===== src/rtl/rr_otf_conv_pkg.sv =====
// Shared definitions for the redundant-radix on-the-fly converter:
// width helpers and the control state encoding (also used by rr_mult control).
package rr_otf_conv_pkg;

  typedef enum logic [1:0] {
    IDLE  = 2'd0,
    ACCUM = 2'd1,
    DONE  = 2'd2
  } conv_state_t;

  // Signed digit width: one bit more than log2(radix) to hold -(radix-1)..(radix-1).
  function automatic int digit_width(input int radix);
    return $clog2(radix) + 1;
  endfunction

  function automatic int result_width(input int radix, input int n);
    return $clog2(radix) * n + 1;
  endfunction

endpackage


===== src/rtl/rr_otf_conv_step.sv =====
// Single-digit on-the-fly update of the Q / QM pair (QM tracks Q - 1 ulp).
module rr_otf_step
  import rr_otf_conv_pkg::*;
#(
  parameter int RADIX = 4,
  parameter int D     = 3,
  parameter int W     = 17
) (
  input  logic signed [W-1:0] q,
  input  logic signed [W-1:0] qm,
  input  logic signed [D-1:0] digit,
  output logic signed [W-1:0] q_next,
  output logic signed [W-1:0] qm_next
);

  localparam int K = $clog2(RADIX);
  localparam logic signed [W-1:0] RADIX_W    = W'(RADIX);
  localparam logic signed [W-1:0] RADIX_M1_W = W'(RADIX - 1);
  localparam logic signed [W-1:0] ONE_W      = W'(1);

  logic signed [W-1:0] d_ext;
  logic signed [W-1:0] q_sh;
  logic signed [W-1:0] qm_sh;
  logic                neg;
  logic                pos;

  assign d_ext = {{(W-D){digit[D-1]}}, digit};
  assign q_sh  = q <<< K;
  assign qm_sh = qm <<< K;
  assign neg   = digit[D-1];
  assign pos   = !digit[D-1] && (|digit);

  // Negative digits borrow from QM; the appended digit becomes RADIX+q.
  always_comb begin
    q_next  = q_sh + d_ext;
    qm_next = qm_sh + RADIX_M1_W + d_ext;
    if (neg) q_next = qm_sh + RADIX_W + d_ext;
    if (pos) qm_next = q_sh + d_ext - ONE_W;
  end

endmodule


===== src/rtl/rr_otf_conv.sv =====
// On-the-fly converter: accumulates N signed MSDF digits into a two's-complement
// integer with no carry-propagate stage, presenting the result one cycle after the last digit.
module rr_otf_conv
  import rr_otf_conv_pkg::*;
#(
  parameter  int RADIX = 4,
  parameter  int N     = 8,
  localparam int D     = digit_width(RADIX),
  localparam int W     = result_width(RADIX, N)
) (
  input  logic                clk,
  input  logic                rst,
  input  logic                start,
  input  logic                din_valid,
  input  logic signed [D-1:0] din,
  output logic                din_ready,
  output logic signed [W-1:0] dout,
  output logic                dout_valid,
  output logic                busy,
  output logic                err
);

  localparam int K  = $clog2(RADIX);
  localparam int CW = $clog2(N);
  localparam logic [CW-1:0]       LAST_CNT  = CW'(N - 1);
  localparam logic [D-1:0]        MIN_DIGIT = {1'b1, {K{1'b0}}};
  localparam logic signed [W-1:0] QM_INIT   = '1;

  conv_state_t         state;
  conv_state_t         state_next;
  logic signed [W-1:0] q_reg;
  logic signed [W-1:0] qm_reg;
  logic signed [W-1:0] qm_pred;
  logic signed [W-1:0] q_next;
  logic signed [W-1:0] qm_next;
  logic [CW-1:0]       count;
  logic                accept;
  logic                last;
  logic                illegal;

  // Handshake: a digit transfers on a rising clk edge where din_valid && din_ready;
  // din_ready is high only while accumulating, and start in the same cycle drops the digit.
  assign din_ready = (state == ACCUM);
  assign busy      = (state == ACCUM);
  assign accept    = din_valid && din_ready && !start;
  assign last      = (count == LAST_CNT);
  assign illegal   = (din == MIN_DIGIT);

  // The first digit's borrow predecessor is -1 rather than the stored QM.
  assign qm_pred = (count == '0) ? QM_INIT : qm_reg;

  rr_otf_step #(
    .RADIX (RADIX),
    .D     (D),
    .W     (W)
  ) u_step (
    .q       (q_reg),
    .qm      (qm_pred),
    .digit   (din),
    .q_next  (q_next),
    .qm_next (qm_next)
  );

  always_comb begin
    state_next = state;
    if (start) begin
      state_next = ACCUM;
    end else if (accept && last) begin
      state_next = DONE;
    end
  end

  always_ff @(posedge clk) begin
    if (rst) begin
      state <= IDLE;
    end else begin
      state <= state_next;
    end
  end

  always_ff @(posedge clk) begin
    if (rst) begin
      q_reg      <= '0;
      qm_reg     <= '0;
      count      <= '0;
      dout       <= '0;
      dout_valid <= 1'b0;
      err        <= 1'b0;
    end else if (start) begin
      q_reg      <= '0;
      qm_reg     <= '0;
      count      <= '0;
      dout       <= '0;
      dout_valid <= 1'b0;
      err        <= 1'b0;
    end else if (accept) begin
      q_reg  <= q_next;
      qm_reg <= qm_next;
      err    <= err | illegal;
      if (last) begin
        count      <= '0;
        dout       <= q_next;
        dout_valid <= 1'b1;
      end else begin
        count <= count + 1'b1;
      end
    end
  end

endmodule


===== config.mk =====
export PLATFORM = sky130hd
export DESIGN_NAME = rr_otf_conv
export DESIGN_NICKNAME = d
export VERILOG_FILES = /design/src/rtl/rr_otf_conv_pkg.sv /design/src/rtl/rr_otf_conv_step.sv /design/src/rtl/rr_otf_conv.sv
export SDC_FILE = /design/constraint.sdc
export NUM_CORES = 1
export LEC_CHECK = 0
export ABC_AREA = 0
export CAP_MARGIN = 20
export CELL_PAD_IN_SITES_DETAIL_PLACEMENT = 1
export CELL_PAD_IN_SITES_GLOBAL_PLACEMENT = 1
export CORE_UTILIZATION = 35
export CTS_BUF_LIST = sky130_fd_sc_hd__clkbuf_4
export DETAILED_ROUTE_END_ITERATION = 6
export HOLD_SLACK_MARGIN = 0.15
export MAX_ROUTING_LAYER = met4
export PLACE_DENSITY_LB_ADDON = 0.1
export SYNTH_ARGS = -nofsm -noshare
export SYNTH_HDL_FRONTEND = slang
export SYNTH_SLANG_ARGS = --single-unit

===== constraint.sdc =====
create_clock -name clk -period 9.72 [get_ports clk]
set_input_delay 1.458 -clock clk [delete_from_list [all_inputs] [get_ports clk]]
set_output_delay 1.458 -clock clk [all_outputs]
set_load 0.03 [all_outputs]

== Word level (Yosys, flattened, before mapping) ==
Cells that the tools add are included.

* Register bits after elaboration: 54
* RAM bits: 0
* Output and inout bits: 21
* Memories: 0
* Latch bits: 0
* Logic and storage cells: 36
* Bits in read-only memories: 0

* $add $sub $neg: 7
* Reduce and logical (&&, ||, !) cells: 11
* Div/mod/pow operators: 0
* Magnitude comparators: 0
* Shifts and indexed selects: 0
* Bitwise gates (word level): 1
* Equality and inequality tests: 3
* Muxes and demuxes: 6
* $mul: 0

{| class="wikitable"
|+ Operators with widths
! cell !! count
|-
| adder 17 x 3 -> 17 bit || 2
|-
| 2-to-1 mux 15 bit || 2
|-
| adder 17 x 4 -> 17 bit (second input constant) || 1
|-
| 2-to-1 mux 17 bit || 1
|-
| adder 15 x 3 -> 15 bit || 1
|-
| adder 15 x 3 -> 15 bit (second input constant) || 1
|-
| subtractor 15 x 2 -> 15 bit (second input constant) || 1
|-
| equality test 3 bit (second input constant) || 2
|-
| logical AND 1 bit || 4
|-
| adder 3 x 1 -> 3 bit (second input constant) || 1
|-
| logical NOT 3 bit || 1
|-
| 2-to-1 mux 3 bit || 1
|-
| OR reduction 3 bit || 1
|-
| equality test 2 x 1 -> 1 bit (second input constant) || 1
|-
| logical NOT 1 bit || 2
|-
| 2-to-1 mux 1 bit || 2
|-
| AND reduction 2 bit || 1
|-
| nonzero test 2 bit || 1
|-
| OR reduction 2 bit || 1
|-
| OR 1 bit || 1
|}

== Logic depth before layout (Yosys ltp) ==
* Depth after elaboration: 6
* Mapped depth: 16

== Modules after synthesis ==
A second synthesis with hierarchy kept.

* Cell total of the unflattened synthesis: 616
* Area total of the unflattened synthesis: 4892.2 um^2

{| class="wikitable"
|+ By module, submodules not included
! module !! area each (um^2) !! instances !! cells each
|-
| rr_otf_step || 2660.1 || 1 || 339
|-
| rr_otf_conv || 2232.1 || 1 || 277
|}

== Worst setup path before layout ==
OpenSTA, ideal clock, no wires.

* Path type: in2reg
* Start: input port din[2]
* End: register dout[15]
* Path buffers: 1
* Setup time: 91 ps
* Cell stages on the path: 14
* Setup slack: 5451 ps
* Data arrival time: 4178 ps
* Data required time: 9629 ps
* Path through: clkbuf_1 > inv_1 > ha_1 > inv_1 > ha_1 > fa_1 > nand2b_1 > a221oi_1 > o21ai_1 > a21oi_1 > a311oi_1 > a21oi_1 > xnor2_1 > a311oi_1

* Word-level cells in the longest chain between the ends: 2

{| class="wikitable"
|+ Ends and longest elaborated chain
! item !! RTL line !! RTL
|-
| from (decl) || rr_otf_conv.sv:15 || <nowiki>input logic signed [D-1:0] din,</nowiki>
|-
| adder 17 x 3 -> 17 bit (on tied branches) || rr_otf_conv_step.sv:35, rr_otf_conv_step.sv:37 ||
|-
| 2-to-1 mux 17 bit * || rr_otf_conv_step.sv:37 || <nowiki>if (neg) q_next = qm_sh + RADIX_W + d_ext;</nowiki>
|-
| to (signal assigned) || rr_otf_conv.sv:102 || <nowiki>dout <= q_next;</nowiki>
|-
| to (decl) || rr_otf_conv.sv:17 || <nowiki>output logic signed [W-1:0] dout,</nowiki>
|}

Mark *: on every way between the ends. The rest lies on a longest branch, timed or not.
A chain may end at the register's enable or synchronous reset.

== Worst setup path in the final report ==
Same ends and word-level chain as after synthesis.

==> results.cfg <==
[status]
run_status = completed

[cts]
clock-sinks = 53
h-tree-depth = 2
cts_tree = done
clk_pin_slew_ns = 0.19
post_cts_buffers = 0
hold_buffers = 0
cts.path.max_buffers = 2
ctsRootBufferMaster = clkbuf_4
clock_latency_ns = 0.43
post_cts_resized = 0
cts_buffers = 5

[yosys]
synth_area_per_cell_um2 = 7.82
synthesis.nets = 636
synth-seq-area-share_pct = 23.8
yosys.area.top_type_share_pct = 23.8
synth_cell_types = 69
yosys.area.top_type = dfxtp_1
synthArstFlopShare_pct = 0
ys_seq_elements = 53
yosys-top-cells-area = dfxtp_1 (24%), ha_1 (13%), a21oi_1 (6.4%)
yosysMostFrequentCell = nand2_1
synth_enable_flop_cells = 0
syn_inst = 571
synth_common_cells = nand2_1 (70), a21oi_1 (57), nor2_1 (55), dfxtp_1 (53), ha_1 (46)
ys.flop_type = dfxtp_1
yosysWarningCount = 0
synth_area_um2 = 4460

[sta]
finalSetupTns_ns = 0
fin_crit_sh_pct = 47.3
period_needed_ns = 4.60
max_clock_freq_mhz = 218
max_slew_margin_pct = 41.0
finalHoldViolations = 0
holdWs_ns = 0.465
grt_setup_unrepaired = false
setup_viol = 0
worst_pin_slew_ns = 0.884
fin_worst_skew_ns = 0.0139
slew_viol_final = 0

[place]
placed_area_um2 = 4860
dpl.hpwl_um = 9850
gp_congestion = 0.804
portBuffers = 27
dp_cells = 747

[drt]
drt-initial-drc-count = 158
route.detailed.drc = 0
drt-vias-per-instance = 5.38
drt_first_pass_iters = 4
routed_wl_um = 13200
via_count = 4069
wl_per_cell_um = 17.4
postRouteAntennaNets = 0

[pwr]
power.density_nw_per_um2 = 106
p_sw_w = 0.000201
p_clk_share_pct = 22.8
cellLeakagePower_nw = 1.96
vdd_drop_max_v = 0.0000422
switching_share_pct = 38.4
share_comb_of_total_power_pct = 34.5
seqPwrFrac_pct = 42.7
p_int_w = 0.000322

[grt]
grt_first_pass_wirelength_um = 21600
grt.total_usage_pct = 22.1
grt_pass1_vias = 4211
antenna_found_initial = 0
grt_max_degree = 47
gr-total-overflow = 0

[worst_setup_path]
crit_fanout = 46
worstSetupPathType = in2reg
path_cells = buf_2, buf_4, ha_1, ha_1, fa_1, nand2b_1, a221oi_1, o21ai_1, a21oi_1, a311oi_1, a21oi_1, xnor2_1, a311oi_1
end_kind = register
arrival_ns = 4.96
slowest_delay_ns = 0.55
required_ns = 10.09
critPathLaunchType = input port
crit_slowest_cell = buf_4

[floorplanning]
die_x_um = 115
initial_core_util_pct = 36.5
num_rows = 40
fp.coreArea_um2 = 12200
ioPinCount = 28
dieArea_um2 = 13200
die-height_um = 115

[finish]
multi_input_area_um2 = 3160
register_area_um2 = 1060
final_util_pct = 40.3
num_antenna_cells = 0
syn_to_final_growth_pct = 10.4
drive_above_1_share_pct = 5.78
fillers = 1551
stdcell_area_um2 = 4930
fin_nets = 652
largest_reg_flops = 17
stdcell_count = 756

[flow_run]
cap_violations = 0

[worst_hold_path]
min_path_type = reg2reg
power groups by stage:
| stage | logic (W) | registers (W) | clock network (W) |
|---|---|---|---|
| floorplan | 0.000134 | 0.000227 | 0 |
| global placement | 0.000177 | 0.000228 | 0 |
| detailed placement | 0.000181 | 0.000228 | 0 |
| CTS | 0.000182 | 0.000223 | 0.000124 |
| global route | 0.000203 | 0.000224 | 0.000131 |
| finish | 0.000180 | 0.000223 | 0.000119 |
logic make-up after synthesis:
group / synth area share (%)
xor gates and xnor gates: 6.08
and+or+nand+nor: 22.8
adders and majority gates: 18.3
buffers and inverters: 5.52
DFF: 23.8
AOI/OAI and AO/OA: 22.4
muxes: 1.12
critical path, delay by kind of cell:
family / cells / cell delay [ns]
compound gates: 6 / 1.23
xor+xnor: 1 / 0.15
simple gates: 1 / 0.16
buf+inv: 2 / 0.87
fa+ha+maj: 3 / 1.07
layer usage:
metal	vias to the layer above	global-route usage, %	part of all wire, %
li1	2026	-	-
met5	-	-	0
met3	26	3.48	1.9
met4	0	9.00	3.6
met1	1966	26.3	46
met2	51	37.1	49
layout by cell type (no fill, tap or decap), types with 3 or more instances in the layout:
cell type	count
buf_4	5
o211ai_1	5
nand2_1	70
o21a_1	3
a31oi_1	13
o31ai_1	3
nand2b_1	20
xor2_1	13
a21oi_1	57
dfxtp_1	53
o21ai_1	4
clkdlybuf4s50_1	26
nor2b_1	8
or3_1	4
inv_1	36
clkbuf_4	6
xnor2_1	18
a211oi_1	10
nor3_1	12
ha_1	46
fa_1	12
nand3_1	6
a311oi_1	4
and3_1	7
mux2i_1	5
a21o_1	3
nor2_1	55
nand4_1	3
o21ai_0	34
layout make-up:
| cell class | count | area share (%) |
|---|---|---|
| Inverter | 37 | 2.82 |
| Multi-Input combinational cell | 458 | 64.0 |
| Tap cell | 168 | 4.27 |
| Timing Repair Buffer | 32 | 6.15 |
| Clock buffer | 6 | 0.914 |
| Clock inverter | 2 | 0.279 |
| Sequential cell | 53 | 21.5 |
stage by stage:
stage / worst slack, ns / total power (W)
3_3_place_gp: 4.73 / 0.000405
3_5_place_dp: 4.67 / 0.000409
2_1_floorplan: 5.45 / 0.000361
4_1_cts: 5.15 / 0.000529
5_1_grt: 4.82 / 0.000558
6_report: 5.12 / 0.000523
final timing paths:
kind,depth (start not counted),to,slack (ns),from
setup / recovery,13,dout[15]$_SDFFE_PP0P_,5.12,din[2]
hold / removal,2,qm_reg[5]$_SDFFE_PP0P_,0.46,qm_reg[5]$_SDFFE_PP0P_
setup reg to reg,15,dout[15]$_SDFFE_PP0P_,5.76,count[0]$_SDFFE_PP0P_
hold reg to reg,2,qm_reg[5]$_SDFFE_PP0P_,0.46,qm_reg[5]$_SDFFE_PP0P_
Power figures use the tool's default switching activity.
